==> config.mk <==
export PLATFORM = sky130hd
export DESIGN_NAME = uart_rx_cfg
export DESIGN_NICKNAME = d
export VERILOG_FILES = /design/src/rtl/uart_pkg.sv /design/src/rtl/uart_rx_fifo.sv /design/src/rtl/uart_rx_cfg.sv
export SDC_FILE = /design/constraint.sdc
export NUM_CORES = 1
export LEC_CHECK = 0
export CAP_MARGIN = 20
export CORE_ASPECT_RATIO = 0.5
export CORE_MARGIN = 3
export CORE_UTILIZATION = 50
export DETAILED_ROUTE_END_ITERATION = 6
export PLACE_DENSITY = 0.78
export SLEW_MARGIN = 20
export SYNTH_ARGS = -nofsm -noshare
export SYNTH_HDL_FRONTEND = slang
export SYNTH_SLANG_ARGS = --single-unit
==> constraint.sdc <==
create_clock -name clk -period 3 [get_ports clk]
set_clock_uncertainty 0.2 [all_clocks]
set_input_delay 0.3 -clock clk [delete_from_list [all_inputs] [get_ports clk]]
set_output_delay 0.3 -clock clk [all_outputs]
set_load 0.01 [all_outputs]
==> src/rtl/uart_pkg.sv <==
// Shared UART definitions: parity mode encodings, receiver FSM states and a parity check helper.
package uart_pkg;

    localparam int PARITY_NONE = 0;
    localparam int PARITY_EVEN = 1;
    localparam int PARITY_ODD  = 2;

    typedef enum logic [2:0] {
        ST_IDLE   = 3'd0,
        ST_START  = 3'd1,
        ST_DATA   = 3'd2,
        ST_PARITY = 3'd3,
        ST_STOP   = 3'd4
    } rx_state_t;

    // xor_all is the XOR of every data bit and the received parity bit.
    function automatic logic parity_error(input int mode, input logic xor_all);
        return (mode == PARITY_ODD) ? ~xor_all : xor_all;
    endfunction

endpackage

==> src/rtl/uart_rx_fifo.sv <==
// Power-of-two FIFO for received words; a push into a full FIFO is accepted only alongside a pop.
module uart_rx_fifo #(
    parameter int WIDTH = 10,
    parameter int DEPTH = 4
) (
    input  logic             clk,
    input  logic             rst,
    input  logic             push_i,
    input  logic [WIDTH-1:0] push_data_i,
    output logic             full_o,
    input  logic             pop_i,
    output logic [WIDTH-1:0] pop_data_o,
    output logic             empty_o
);
    localparam int AW = $clog2(DEPTH);
    localparam logic [AW:0] FULL_CNT = (AW + 1)'(DEPTH);

    logic [AW-1:0]    wr_ptr_q;
    logic [AW-1:0]    rd_ptr_q;
    logic [AW:0]      count_q;
    logic [WIDTH-1:0] mem_q [DEPTH];
    logic             do_push;
    logic             do_pop;

    assign empty_o    = (count_q == '0);
    assign full_o     = (count_q == FULL_CNT);
    assign pop_data_o = mem_q[rd_ptr_q];
    assign do_pop     = pop_i & ~empty_o;
    assign do_push    = push_i & (~full_o | do_pop);

    always_ff @(posedge clk) begin
        if (rst) begin
            wr_ptr_q <= '0;
            rd_ptr_q <= '0;
            count_q  <= '0;
            for (int i = 0; i < DEPTH; i++) begin
                mem_q[i] <= '0;
            end
        end else begin
            if (do_push) begin
                mem_q[wr_ptr_q] <= push_data_i;
                wr_ptr_q        <= wr_ptr_q + AW'(1);
            end
            if (do_pop) begin
                rd_ptr_q <= rd_ptr_q + AW'(1);
            end
            case ({do_push, do_pop})
                2'b10:   count_q <= count_q + (AW + 1)'(1);
                2'b01:   count_q <= count_q - (AW + 1)'(1);
                default: count_q <= count_q;
            endcase
        end
    end

endmodule

==> src/rtl/uart_rx_cfg.sv <==
// Configurable UART receiver: synchroniser, mid-bit sampling FSM and an output FIFO carrying error flags.
module uart_rx_cfg #(
    parameter int SYSTEM_CLOCK = 32000000,
    parameter int BAUD_RATE    = 9600,
    parameter int DATA_BITS    = 8,
    parameter int PARITY       = 0,
    parameter int STOP_BITS    = 1,
    parameter int FIFO_DEPTH   = 4
) (
    input  logic                 clk,
    input  logic                 rst,
    input  logic                 din,
    output logic                 rd_valid,
    input  logic                 rd_ready,
    output logic [DATA_BITS-1:0] rd_data,
    output logic                 rd_err_parity,
    output logic                 rd_err_frame,
    output logic                 overrun,
    output logic                 busy
);
    import uart_pkg::*;

    localparam int CYC_COUNT = SYSTEM_CLOCK / BAUD_RATE;
    localparam int CYC_HALF  = CYC_COUNT / 2;
    localparam int CW        = $clog2(CYC_COUNT) + 1;
    localparam int WW        = DATA_BITS + 2;
    localparam logic [CW-1:0] FULL_LAST = CW'(CYC_COUNT - 1);
    localparam logic [CW-1:0] HALF_LAST = CW'(CYC_HALF - 1);
    localparam logic [3:0]    DATA_LAST = 4'(DATA_BITS - 1);
    localparam logic [3:0]    STOP_LAST = 4'(STOP_BITS - 1);

    rx_state_t         state_q;
    logic [CW-1:0]     cnt_q;
    logic [3:0]        bit_q;
    logic [DATA_BITS-1:0] data_q;
    logic              perr_q;
    logic              ferr_q;
    logic              push_q;
    logic [WW-1:0]     push_word_q;
    logic              din_s1_q;
    logic              din_s2_q;
    logic              din_prev_q;
    logic [1:0]        flush_q;
    logic              armed_q;
    logic              fall;
    logic              sample;
    logic              fifo_full;
    logic              fifo_empty;
    logic [WW-1:0]     head_word;

    // A falling edge only counts once a genuine high has been seen after reset,
    // so a line held low through reset cannot fake a start bit.
    always_ff @(posedge clk) begin
        if (rst) begin
            din_s1_q   <= 1'b1;
            din_s2_q   <= 1'b1;
            din_prev_q <= 1'b1;
            flush_q    <= 2'b00;
            armed_q    <= 1'b0;
        end else begin
            din_s1_q   <= din;
            din_s2_q   <= din_s1_q;
            din_prev_q <= din_s2_q;
            flush_q    <= {flush_q[0], 1'b1};
            armed_q    <= armed_q | (flush_q[1] & din_s2_q);
        end
    end

    assign fall   = armed_q & din_prev_q & ~din_s2_q;
    assign sample = (cnt_q == FULL_LAST);

    always_ff @(posedge clk) begin
        if (rst) begin
            state_q     <= ST_IDLE;
            cnt_q       <= '0;
            bit_q       <= '0;
            data_q      <= '0;
            perr_q      <= 1'b0;
            ferr_q      <= 1'b0;
            push_q      <= 1'b0;
            push_word_q <= '0;
        end else begin
            push_q <= 1'b0;
            cnt_q  <= (state_q == ST_IDLE || sample) ? '0 : cnt_q + CW'(1);
            case (state_q)
                ST_IDLE: begin
                    bit_q <= '0;
                    if (fall) begin
                        state_q <= ST_START;
                        perr_q  <= 1'b0;
                        ferr_q  <= 1'b0;
                    end
                end
                ST_START: begin
                    if (cnt_q == HALF_LAST) begin
                        cnt_q   <= '0;
                        state_q <= din_s2_q ? ST_IDLE : ST_DATA;
                    end
                end
                ST_DATA: begin
                    if (sample) begin
                        data_q <= {din_s2_q, data_q[DATA_BITS-1:1]};
                        if (bit_q == DATA_LAST) begin
                            bit_q   <= '0;
                            state_q <= (PARITY == PARITY_NONE) ? ST_STOP : ST_PARITY;
                        end else begin
                            bit_q <= bit_q + 4'd1;
                        end
                    end
                end
                ST_PARITY: begin
                    if (sample) begin
                        perr_q  <= parity_error(PARITY, (^data_q) ^ din_s2_q);
                        state_q <= ST_STOP;
                    end
                end
                ST_STOP: begin
                    if (sample) begin
                        if (bit_q == STOP_LAST) begin
                            state_q     <= ST_IDLE;
                            push_q      <= 1'b1;
                            push_word_q <= {ferr_q | ~din_s2_q, perr_q, data_q};
                        end else begin
                            ferr_q <= ferr_q | ~din_s2_q;
                            bit_q  <= bit_q + 4'd1;
                        end
                    end
                end
                default: state_q <= ST_IDLE;
            endcase
        end
    end

    uart_rx_fifo #(
        .WIDTH (WW),
        .DEPTH (FIFO_DEPTH)
    ) u_fifo (
        .clk         (clk),
        .rst         (rst),
        .push_i      (push_q),
        .push_data_i (push_word_q),
        .full_o      (fifo_full),
        .pop_i       (rd_ready),
        .pop_data_o  (head_word),
        .empty_o     (fifo_empty)
    );

    assign rd_valid      = ~fifo_empty;
    assign rd_data       = head_word[DATA_BITS-1:0];
    assign rd_err_parity = head_word[DATA_BITS];
    assign rd_err_frame  = head_word[DATA_BITS+1];
    assign overrun       = push_q & fifo_full & ~(rd_valid & rd_ready);
    assign busy          = (state_q != ST_IDLE);

endmodule

Word-level counts from Yosys, hierarchy flattened
Memories as Yosys holds them, arrays and structs flattened. A register that Yosys moved wholly into a read port is not among the register bits. Index checks and enable logic that the tools add are counted.

Add/sub/neg operators: 6. Equality and inequality tests: 18. Mux-type cells: 36. Bitwise operators: 17. Reduce and logical (&&, ||, !) cells: 18.

Operator list (number): 13-bit 2-to-1 mux (3); 3-bit 2-to-1 mux (7); 4-bit 2-to-1 mux (4); 2-bit != test (second input constant) (8); 3-bit case mux with 5 select lines (1); 13-bit by 1-bit adder with 13-bit output (second input constant) (1); 13-bit by 11-bit equality test with 1-bit output (second input constant) (1); 13-bit by 12-bit equality test with 1-bit output (second input constant) (1); 1-bit 2-to-1 mux (12); 4-bit case mux with 3 select lines (1); 10-bit 2-to-1 mux (1); 10-bit OR reduction (1); 2-bit 2-to-1 mux (4); 4-bit AND reduction (2); 8-bit parity (1); 1-bit bitwise AND (7); 7-bit AND reduction (1); 3-bit by 2-bit equality test with 1-bit output (second input constant) (2); 3-bit equality test (second input constant) (2); 3-bit zero test (2); 1-bit inverter (6); 3-bit case mux with 2 select lines (1); 3-bit AND reduction (2); 2-bit nonzero test (3); 16 further kinds (21).

Register bits after elaboration: 54. Bits in writable memories: 40. Bits of input ports: 4. Output and inout port bits: 13. Memories kept: 1.

Memories: u_fifo.mem_q (depth 4, bits a word 10, rd ports 1, clocked after Yosys merged registers in 1, wr ports 4, RTL line uart_rx_fifo.sv:21) `logic [WIDTH-1:0] mem_q [DEPTH];`.

Depth between registers and ports, before layout
Gate-level depths: netlist of run 1.

Depth in word-level cells: 10. Depth in mapped cells: 9. Depth with buffers taken out: 9.

Modules after synthesis
From an unflattened synthesis of run 1, not the netlist that was laid out.

Cells, all modules: 393. Area, all modules: 4289.1 um^2.

Modules (own cells, without submodules): uart_rx_fifo (times used 1, cells an instance 149, area an instance 2184.6 um^2); uart_rx_cfg (times used 1, cells an instance 244, area an instance 2104.5 um^2).

Least setup slack after synthesis of run 1
OpenSTA, ideal clock, no wires.

Path kind: register -> register. From: register u_fifo.count_q[0]. To: register u_fifo.count_q[2]. Data arrival time: 2.016 ns. Setup slack: 0.713 ns. Cell stages (with the launch flop): 10. Buffers on the path: 0. Period minus slack after synthesis: 2.287 ns. Cells stage by stage: dfxtp_1 -> nor4b_1 -> nor2b_1 -> inv_2 -> ha_1 -> inv_1 -> fa_1 -> xor2_1 -> or3_1 -> a21oi_1.

Word-level cells in the longest chain between the ends: 7.

RTL lines: start, declared (RTL line uart_rx_fifo.sv:20) `logic [AW:0] count_q;`; start signal, assigned (RTL line uart_rx_fifo.sv:48) `2'b10: count_q <= count_q + (AW + 1)'(1);`; start signal, assigned (RTL line uart_rx_fifo.sv:49) `2'b01: count_q <= count_q - (AW + 1)'(1);`; start signal, assigned (RTL line uart_rx_fifo.sv:50) `default: count_q <= count_q;`; 3-bit zero test (RTL line uart_rx_fifo.sv:25) `assign empty_o = (count_q == '0);`; 1-bit inverter (RTL line uart_rx_fifo.sv:28) `assign do_pop = pop_i & ~empty_o;`; 1-bit bitwise AND (RTL line uart_rx_fifo.sv:28); 1-bit bitwise OR (RTL line uart_rx_fifo.sv:29) `assign do_push = push_i & (~full_o | do_pop);`; 1-bit bitwise AND (RTL line uart_rx_fifo.sv:29); 2-bit by 1-bit equality test with 1-bit output / 2-bit equality test (equally long branches) (RTL line uart_rx_fifo.sv:47) `case ({do_push, do_pop})`; 3-bit case mux with 2 select lines / 2-bit nonzero test (equally long branches).

Several ways; a longest one is shown, not always the timed one. A chain may end at the register's enable or synchronous reset.

Final worst setup path of run 1
Same ends and word-level chain as after synthesis.

==> results of run 1 <==
==> final cells by class <==
| class | instances | share of cell area |
|---|---|---|
| clock inverter | 7 | 0.01577 |
| multi-input combinational | 256 | 0.3626 |
| timing repair buffer | 25 | 0.04704 |
| clock buffer | 9 | 0.04652 |
| sequential | 96 | 0.4797 |
| inverter | 25 | 0.01938 |
| tap | 112 | 0.02895 |
==> per-layer routing <==
metal / global-route usage / part of all wire / wire [um]
met2: 0.2877 / 0.48 / 3712
met5: 0 / 0 / 0
met1: 0.2222 / 0.46 / 3592
met4: 0.05698 / 0.020 / 154
met3: 0.05753 / 0.039 / 302
==> path summary, 6_finish.rpt <==
check / to / depth (start not counted)
worst min-delay path: din_s2_q / 1
worst max-delay path: u_fifo.count_q[2] / 9
worst max register to register: u_fifo.count_q[2] / 9
worst min register to register: din_s2_q / 1
==> cell usage after synthesis (2+ instances only) <==
master / number / share of area
o21ai_0: 3 / 0.0035
xnor2_1: 14 / 0.029
clkbuf_1: 15 / 0.013
o21ai_1: 6 / 0.0071
o31ai_1: 2 / 0.0035
inv_2: 2 / 0.0018
dfxtp_1: 56 / 0.26
a21oi_1: 8 / 0.0094
ha_1: 6 / 0.018
edfxtp_1: 40 / 0.28
nand2_1: 23 / 0.020
buf_2: 2 / 0.0024
nor2b_1: 4 / 0.0059
and2_1: 14 / 0.021
mux4_2: 10 / 0.053
nand4_1: 5 / 0.0074
nand2b_1: 2 / 0.0029
or3_1: 4 / 0.0059
nand3_1: 8 / 0.0094
mux2i_1: 18 / 0.042
nor3_1: 7 / 0.0083
nor4_1: 3 / 0.0044
or2_2: 4 / 0.0059
nand4b_1: 2 / 0.0041
xor2_1: 12 / 0.025
and4b_1: 2 / 0.0047
a41o_1: 2 / 0.0047
inv_1: 23 / 0.020
nor2_1: 74 / 0.065
or3b_1: 2 / 0.0041
==> metrics by stage <==
| stage | std cells | power [uW] | setup WS (ns) | hold WS (ns) | cell area, sq um |
|---|---|---|---|---|---|
| 2_1_floorplan | 395 | 1447 | 0.7129 | 0.1895 | 4242 |
| 3_3_place_gp | 514 | 1477 | 0.2224 | 0.1963 | 4539 |
| 3_5_place_dp | 514 | 1480 | 0.1615 | 0.2012 | 4539 |
| 4_1_cts | 530 | 2620 | 0.4242 | 0.2183 | 4841 |
| 5_1_grt | 530 | 2684 | 0.2775 | 0.2229 | 4841 |
| 6_report | 530 | 2603 | 0.4855 | 0.2111 | 4841 |
==> worst max-delay path: cells and delay by family, from the launching register on <==
kind / cells / cell delay [ns]
xor+xnor: 1 / 0.16
buf+inv: 2 / 0.17
simple gates: 3 / 0.88
flops: 1 / 0.34
fa+ha+maj: 2 / 0.55
compound gates: 1 / 0.14
==> power by group through the flow <==
stage	Combinational (uW)	Clock [uW]	Sequential (uW)
after global placement	63.3	0	1410
after CTS	64.3	1170	1390
after detailed placement	64.3	0	1420
after global routing	68.2	1230	1390
after floorplan	36.4	0	1410
final	63.7	1150	1390
==> registers in the layout, summed over array words and instances, names as in the netlist, named ones only <==
register / cells
cnt_q: 13
push_word_q: 10
din_prev_q: 1
u_fifo.mem_q: 40
push_q: 1
flush_q: 2
armed_q: 1
state_q: 3
data_q: 8
perr_q: 1
u_fifo.rd_ptr_q: 2
bit_q: 4
u_fifo.count_q: 3
u_fifo.wr_ptr_q: 2
din_s1_q: 1
din_s2_q: 1
ferr_q: 1
==> logic make-up after synthesis <==
logic type | Yosys count | synth area share
compound gates | 29 | 0.04366
simple gates | 166 | 0.1985
fa+ha+maj | 7 | 0.02242
mux | 28 | 0.09558
xor+xnor | 26 | 0.05369
flops | 96 | 0.5475
buf+inv | 43 | 0.03864
==> out/summary.txt, run 1 <==
Status -> completed
Worst Path Required -> 3.08 ns
Max_slew headroom -> 0.4388
Final WL -> 7.762 mm
Synthesized area per cell -> 10.74 sq um
Cell count after synthesis -> 395
Critical path cell sequence -> nor4b_1, nor2b_1, inv_2, ha_1, inv_1, fa_1, xor2_1, or3_1, a21oi_1
DR pass1 iterations -> 4
Synthesis warning total -> 0
Vert. Die Dim -> 71.13 um
Die area -> 9691 sq um
Area of the multi-input gates -> 1755 sq um
DR vias -> 2,771
Clock sinks -> 96
Share of flip-flops with an asynchronous set or reset -> 0
Max VDD drop -> 0.2854 mV
Hold Crit Class -> flip-flop to flip-flop
Core Rows -> 23
Synth Cell Area -> 4242 sq um
Commonest non-fill, non-tap cell in the layout -> nor2_1
Largest net degree at the start of global routing -> 23
Iter 0 DRT Violations -> 181
Cts repair resizes -> 0
Tcrit/Tclk final -> 0.8382
GRT Util Overall -> 0.1754
RSZ-0062 raised after global routing -> false
R2R Setup Slk -> 0.49 ns
Pint -> 2060 uW
Sw power -> 542.4 uW
FILL cells -> 669
RR Startpoint -> u_fifo.count_q[0]
ANT nets after route -> 0
Worst-path clk slew -> 0.07 ns
Post-CTS setup buffers -> 0
Max clock buf depth -> 2
Clock latency at the later pin of the worst-skew pair -> 0.34 ns
Slew Viols, Final -> 0
Pwr Density -> 537.7 nW/um^2
Congestion Overflow GR -> 0
Max-cap violations -> 0
Worst Tran Pin Value -> 0.8387 ns
Clock root buffer -> clkbuf_16
Starting Density -> 0.5227
Worst hold start -> din_s1_q
Die width -> 136.3 um
FF/Latch Area -> 2322 sq um
Syn-to-layout area delta -> 14.13%
Final core occ -> 0.5965
Vias in the first global route -> 2,651
Worst-path fanout max -> 5
GP Congestion -> 0.7629
Mean routed wirelength per cell -> 14.65 um
Critical Path Start Type -> flip-flop
Top_reg_cell synth -> dfxtp_1
TritonCTS clock tree -> built
Static leakage -> 0.001740 uW
Most frequent cells in the layout -> nor2_1, dfxtp_1, edfxtp_1, inv_1, nand2_1
WP data arrival -> 2.60 ns
FMAX -> 397.7 MHz
Flop pwr share -> 0.533
First-pass GRT wire length -> 12.99 mm
TritonCTS buffer count -> 9
Share of cells above drive strength 1 -> 0.1053
Final setup vio count -> 0
NumNets Final -> 424
Post-synth EDFFs -> 40
FF+latch count, synth -> 96
Sequential area share after synthesis -> 0.5475
Slowest stage cell on the critical path -> nor4b_1
Min Tclk post-route -> 2.514 ns
Syn_nets -> 406
HPWL Detailed -> 5.189 mm
Number of port buffers -> 16
Switching share of power -> 0.2084
Core box area -> 8115 sq um
Ports -> 17
# diodes -> 0
Initial antenna violation count -> 0
H-tree depth -> 3
DRC -> 0
Slowest stage delay, CP -> 0.42 ns
Critical Path Sink Type -> flip-flop
Final hold violations -> 0
Clk pwr share -> 0.443
Vias per cell -> 5.228
Critical Path Start -> u_fifo.count_q[0]
Post-synth cell types -> 52
Crit path kind -> flip-flop to flip-flop
Hold_buf cts -> 0
Combinational share of power -> 0.024
Setup TNS -> 0 ns
Power figures use the tool's default switching activity.
==> run 2, diff against run 1 <==
PLACE_DENSITY = 0.8   (was 0.78)
clock period = 2 ns   (was 3 ns; I/O delays follow)
==> out/summary.txt, run 2 (same netlist as run 1, synthesis figures left out) <==
Hold_ws -> 0.2189 ns
Critical Path Start Type -> flip-flop
Crit path kind -> flip-flop to flip-flop
Slowest stage cell on the critical path -> dfxtp_2
Tcrit/Tclk final -> 1.093
Min Tclk post-route -> 2.185 ns
Pwr Density -> 724.7 nW/um^2
DRC -> 0
Static leakage -> 0.002089 uW
HPWL Detailed -> 5.662 mm
Largest net degree at the start of global routing -> 20
Critical Path Sink Type -> flip-flop
Clock root buffer -> clkbuf_16
NumNets Final -> 474
GR Util met2 -> 0.3260
Area after DPL -> 4932 sq um
Vias per cell -> 5.328
Final hold violations -> 0
Final WL -> 9.001 mm
Biggest regs -> u_fifo.mem_q (40), cnt_q (13), push_word_q (10)
Ports -> 17
Core box area -> 8115 sq um
Max clock buf depth -> 2
Commonest non-fill, non-tap cell in the layout -> nor2_1
Slew Viols, Final -> 0
H-tree depth -> 3
Critical path cell sequence -> nor4b_4, nor2b_2, inv_2, ha_4, inv_2, fa_2, xor2_1, or3_1, a21oi_2
Iter 0 DRT Violations -> 215
Cell mode on critical path -> inv_2
Die area -> 9691 sq um
# diodes -> 0
Syn-to-layout area delta -> 30.24%
Max_slew headroom -> 0.7458
Max reg flops -> 40
Mean routed wirelength per cell -> 15.52 um
TritonCTS clock tree -> built
Initial antenna violation count -> 0
GP Congestion -> 0.8044
Congestion Overflow GR -> 0
RSZ-0062 raised after global routing -> true
Max VDD drop -> 0.5154 mV
Number of port buffers -> 16
Most frequent cells in the layout -> nor2_1, dfxtp_1, buf_4, edfxtp_1, nand2_1
Die width -> 136.3 um
GRT met3 Usage -> 0.04688
Worst Path Required -> 2.09 ns
Vert. Die Dim -> 71.13 um
Status -> finished with violations
Core Rows -> 23
FMAX -> 457.6 MHz
Largest reg by FF count -> u_fifo.mem_q
Max-cap violations -> 0
GRT busiest layer -> met2
Slowest stage delay, CP -> 0.34 ns
Slack of the critical path -> -0.1851 ns
FILL cells -> 569
Area of the multi-input gates -> 1959 sq um
Hold Crit Class -> flip-flop to flip-flop
GRT Util Overall -> 0.1895
Clock sinks -> 96
Share of cells above drive strength 1 -> 0.3162
DR pass1 iterations -> 5
WP data arrival -> 2.27 ns
Met1 usage -> 0.2390
Worst-path clk slew -> 0.08 ns
FF/Latch Area -> 2341 sq um
DR vias -> 3,090
Cell area after layout -> 5524 sq um
Worst Tran Pin Value -> 0.3802 ns
Clock latency at the later pin of the worst-skew pair -> 0.35 ns
Setup TNS -> -0.8516 ns
Final setup vio count -> 18
Starting Density -> 0.5227
ANT nets after route -> 0
First-pass GRT wire length -> 14.15 mm
Worst-path fanout max -> 3
Hold_buf cts -> 0
Vias in the first global route -> 2,860
Failing checks -> setup timing
TritonCTS buffer count -> 9
[run 2: changes by cell type in the layout (fill, tap and decap cells not counted), moves of 4 or more]
cell	change
buf_4	+37
clkdlybuf4s50_1	-12
buf_2	+10
dfxtp_1	-9
buf_6	+6
dfxtp_2	+6
buf_12	+5
inv_1	-5
inv_2	+5
ha_1	-4
ha_4	+4
[run 2: worst paths after layout]
check / startpoint / endpoint / slack, ns / depth (start not counted)
worst max-delay path: u_fifo.count_q[0] / u_fifo.count_q[2] / -0.19 / 9
worst min-delay path: din_s1_q / din_s2_q / 0.22 / 1
worst max register to register: u_fifo.count_q[0] / u_fifo.count_q[2] / -0.19 / 9
worst min register to register: din_s1_q / din_s2_q / 0.22 / 1
[run 2: final cells by class]
type	instances	share of cell area
clock inverter	7	0.01744
timing repair buffer	74	0.1210
clock buffer	9	0.04077
multi-input combinational	257	0.3547
sequential	96	0.4238
tap	112	0.02537
inverter	25	0.01699
[run 2: report_power, final]
group | internal, uW | leakage (uW) | switching [uW] | total (uW)
clock network | 1010 | 0.000155 | 806 | 1820
logic | 48.4 | 0.00106 | 59.4 | 108
registers | 2060 | 0.000871 | 13.4 | 2080
total | 3120 | 0.00209 | 878 | 4000
[run 2: worst max-delay path: cells and delay by family, from the launching register on]
family | cells | cell delay, ns
fa+ha+maj | 2 | 0.47
buf+inv | 2 | 0.13
xor+xnor | 1 | 0.15
simple gates | 3 | 0.71
flops | 1 | 0.34
compound gates | 1 | 0.13
[run 2: per-stage QoR]
step           total power [uW]  std cells  setup slack, ns    util
2_1_floorplan              2171        395          -0.1265       -
3_3_place_gp               2226        553          -0.4548  0.6078
3_5_place_dp               2230        553          -0.5584  0.6078
4_1_cts                    4021        573          -0.2057  0.6565
5_1_grt                    4113        580          -0.2900  0.6807
6_report                   4003        580          -0.1851  0.6807
[run 2: what timing repair did]
item	4_1_cts	5_1_grt
setup endpoints to repair	73	56
gates resized for setup	69	33
cloned	1	2
pin swaps	7	13
buffers inserted	3	5
[run 2: metal layers]
metal | up-vias | routed length, um
met2 | 84 | 4398
met3 | 13 | 496
met4 | 0 | 128
met5 | - | 0
met1 | 1489 | 3978
li1 | 1504 | -
==> run 3, diff against run 2 <==
PLACE_DENSITY = 0.7   (was 0.8)
==> out/summary.txt, run 3 (same netlist as run 1, synthesis figures left out) <==
Placed cells -> 551
Final setup vio count -> 10
Vert. Die Dim -> 71.13 um
Core Rows -> 23
Pwr Density -> 727.7 nW/um^2
Area of the multi-input gates -> 1909 sq um
Biggest regs -> u_fifo.mem_q (40), cnt_q (13), push_word_q (10)
DR pass1 iterations -> 5
Clock root buffer -> clkbuf_16
Hold_buf cts -> 0
First-pass GRT wire length -> 15.07 mm
Die area -> 9691 sq um
R2R Setup Slk -> -0.20 ns
H-tree depth -> 3
Worst-path fanout max -> 3
Max clock buf depth -> 2
Mean routed wirelength per cell -> 15.58 um
Initial antenna violation count -> 0
Share of cells above drive strength 1 -> 0.2777
Syn-to-layout area delta -> 26.19%
GRT Util Overall -> 0.1987
NumNets Final -> 467
DR vias -> 3,062
Tcrit/Tclk final -> 1.102
Max-cap violations -> 0
FMAX -> 453.8 MHz
Hold_ws -> 0.2106 ns
Static leakage -> 0.002013 uW
Critical Path Start Type -> flip-flop
FF/Latch Area -> 2335 sq um
WP data arrival -> 2.28 ns
Largest net degree at the start of global routing -> 17
Die width -> 136.3 um
Final WL -> 8.928 mm
Worst Path Required -> 2.08 ns
TritonCTS clock tree -> built
Max reg flops -> 40
Starting Density -> 0.5227
Largest reg by FF count -> u_fifo.mem_q
Crit path kind -> flip-flop to flip-flop
Iter 0 DRT Violations -> 164
RSZ-0062 raised after global routing -> true
Total chip power -> 3895 uW
Core box area -> 8115 sq um
Max_slew headroom -> 0.7441
Failing checks -> setup timing
Ports -> 17
Worst slack, placed -> -0.5663 ns
Vias in the first global route -> 3,070
ANT nets after route -> 0
Final hold violations -> 0
Critical Path Sink Type -> flip-flop
Vias per cell -> 5.344
DRC -> 0
Non-Filler Instances -> 573
Slew Viols, Final -> 0
Status -> finished with violations
# diodes -> 0
Slack of the critical path -> -0.2035 ns
Worst-path clk slew -> 0.07 ns
Most frequent cells in the layout -> nor2_1, dfxtp_1, buf_4, edfxtp_1, nand2_1
Clock latency at the later pin of the worst-skew pair -> 0.34 ns
TritonCTS buffer count -> 9
Worst Tran Pin Value -> 0.3810 ns
GP Congestion -> 0.7954
Number of port buffers -> 16
FILL cells -> 607
HPWL Detailed -> 6.139 mm
Max VDD drop -> 0.4826 mV
Congestion Overflow GR -> 0
Commonest non-fill, non-tap cell in the layout -> nor2_1
Min Tclk post-route -> 2.204 ns
Hold Crit Class -> flip-flop to flip-flop
Clock sinks -> 96
==> run 3: changes by cell type in the layout (fill, tap and decap cells not counted), sizes merged <==
cell,before,now
dlymetal6s2s,1,0
clkinv,1,2
clkdlybuf4s50,4,5
inv,29,27
dlygate4sd2,0,1
buf,68,61
==> run 3: area by class of cell <==
cell class                      count  area share
Inverter                           25     0.01753
Timing Repair Buffer               67      0.1082
Clock inverter                      6     0.01239
Sequential cell                    96      0.4362
Tap cell                          112     0.02618
Multi-Input combinational cell    257      0.3567
Clock buffer                       10     0.04278
==> run 3: worst max-delay path: stages, from the launching register on <==
cell and delay [ns]:
dfxtp_2 0.35, nor4b_4 0.29, nor2b_2 0.09, inv_2 0.08
ha_4 0.12, inv_2 0.03, fa_2 0.34, xor2_1 0.16
or3_1 0.33, a21oi_2 0.15
==> run 3: where the power goes <==
group | total (uW) | internal, uW | switching [uW] | leakage [uW]
Sequential | 2080 | 2060 | 13.8 | 0.000869
Combinational | 100 | 44.1 | 56.4 | 0.00100
Clock | 1720 | 975 | 741 | 0.000143
==> run 3: per-stage QoR <==
step	cell area, sq um	utilization	setup TNS (ns)
2_1_floorplan	4282	-	-1.131
3_3_place_gp	4905	0.6044	-13.89
3_5_place_dp	4905	0.6044	-22.90
4_1_cts	5264	0.6486	-0.5620
5_1_grt	5353	0.6596	-1.792
6_report	5353	0.6596	-0.5446
==> run 3: layer usage <==
| layer | global-route usage | routed length [um] | part of all wire |
|---|---|---|---|
| met5 | 0 | 0 | 0 |
| met4 | 0.07151 | 123 | 0.014 |
| met3 | 0.05043 | 374 | 0.042 |
| met2 | 0.3364 | 4423 | 0.50 |
| met1 | 0.2494 | 4006 | 0.45 |
==> run 3: path summary, 6_finish.rpt <==
check,startpoint,end,cells after the start
max,u_fifo.count_q[1],u_fifo.count_q[2],9
min,din_s1_q,din_s2_q,1
max reg2reg,u_fifo.count_q[1],u_fifo.count_q[2],9
min reg2reg,din_s1_q,din_s2_q,1
==> run 3: what timing repair did <==
item                       4_1_cts  5_1_grt
pin swaps                        5        4
setup endpoints to repair       73       57
gates cloned                     1        1
buffers inserted                 3        1
resized for setup               63       16
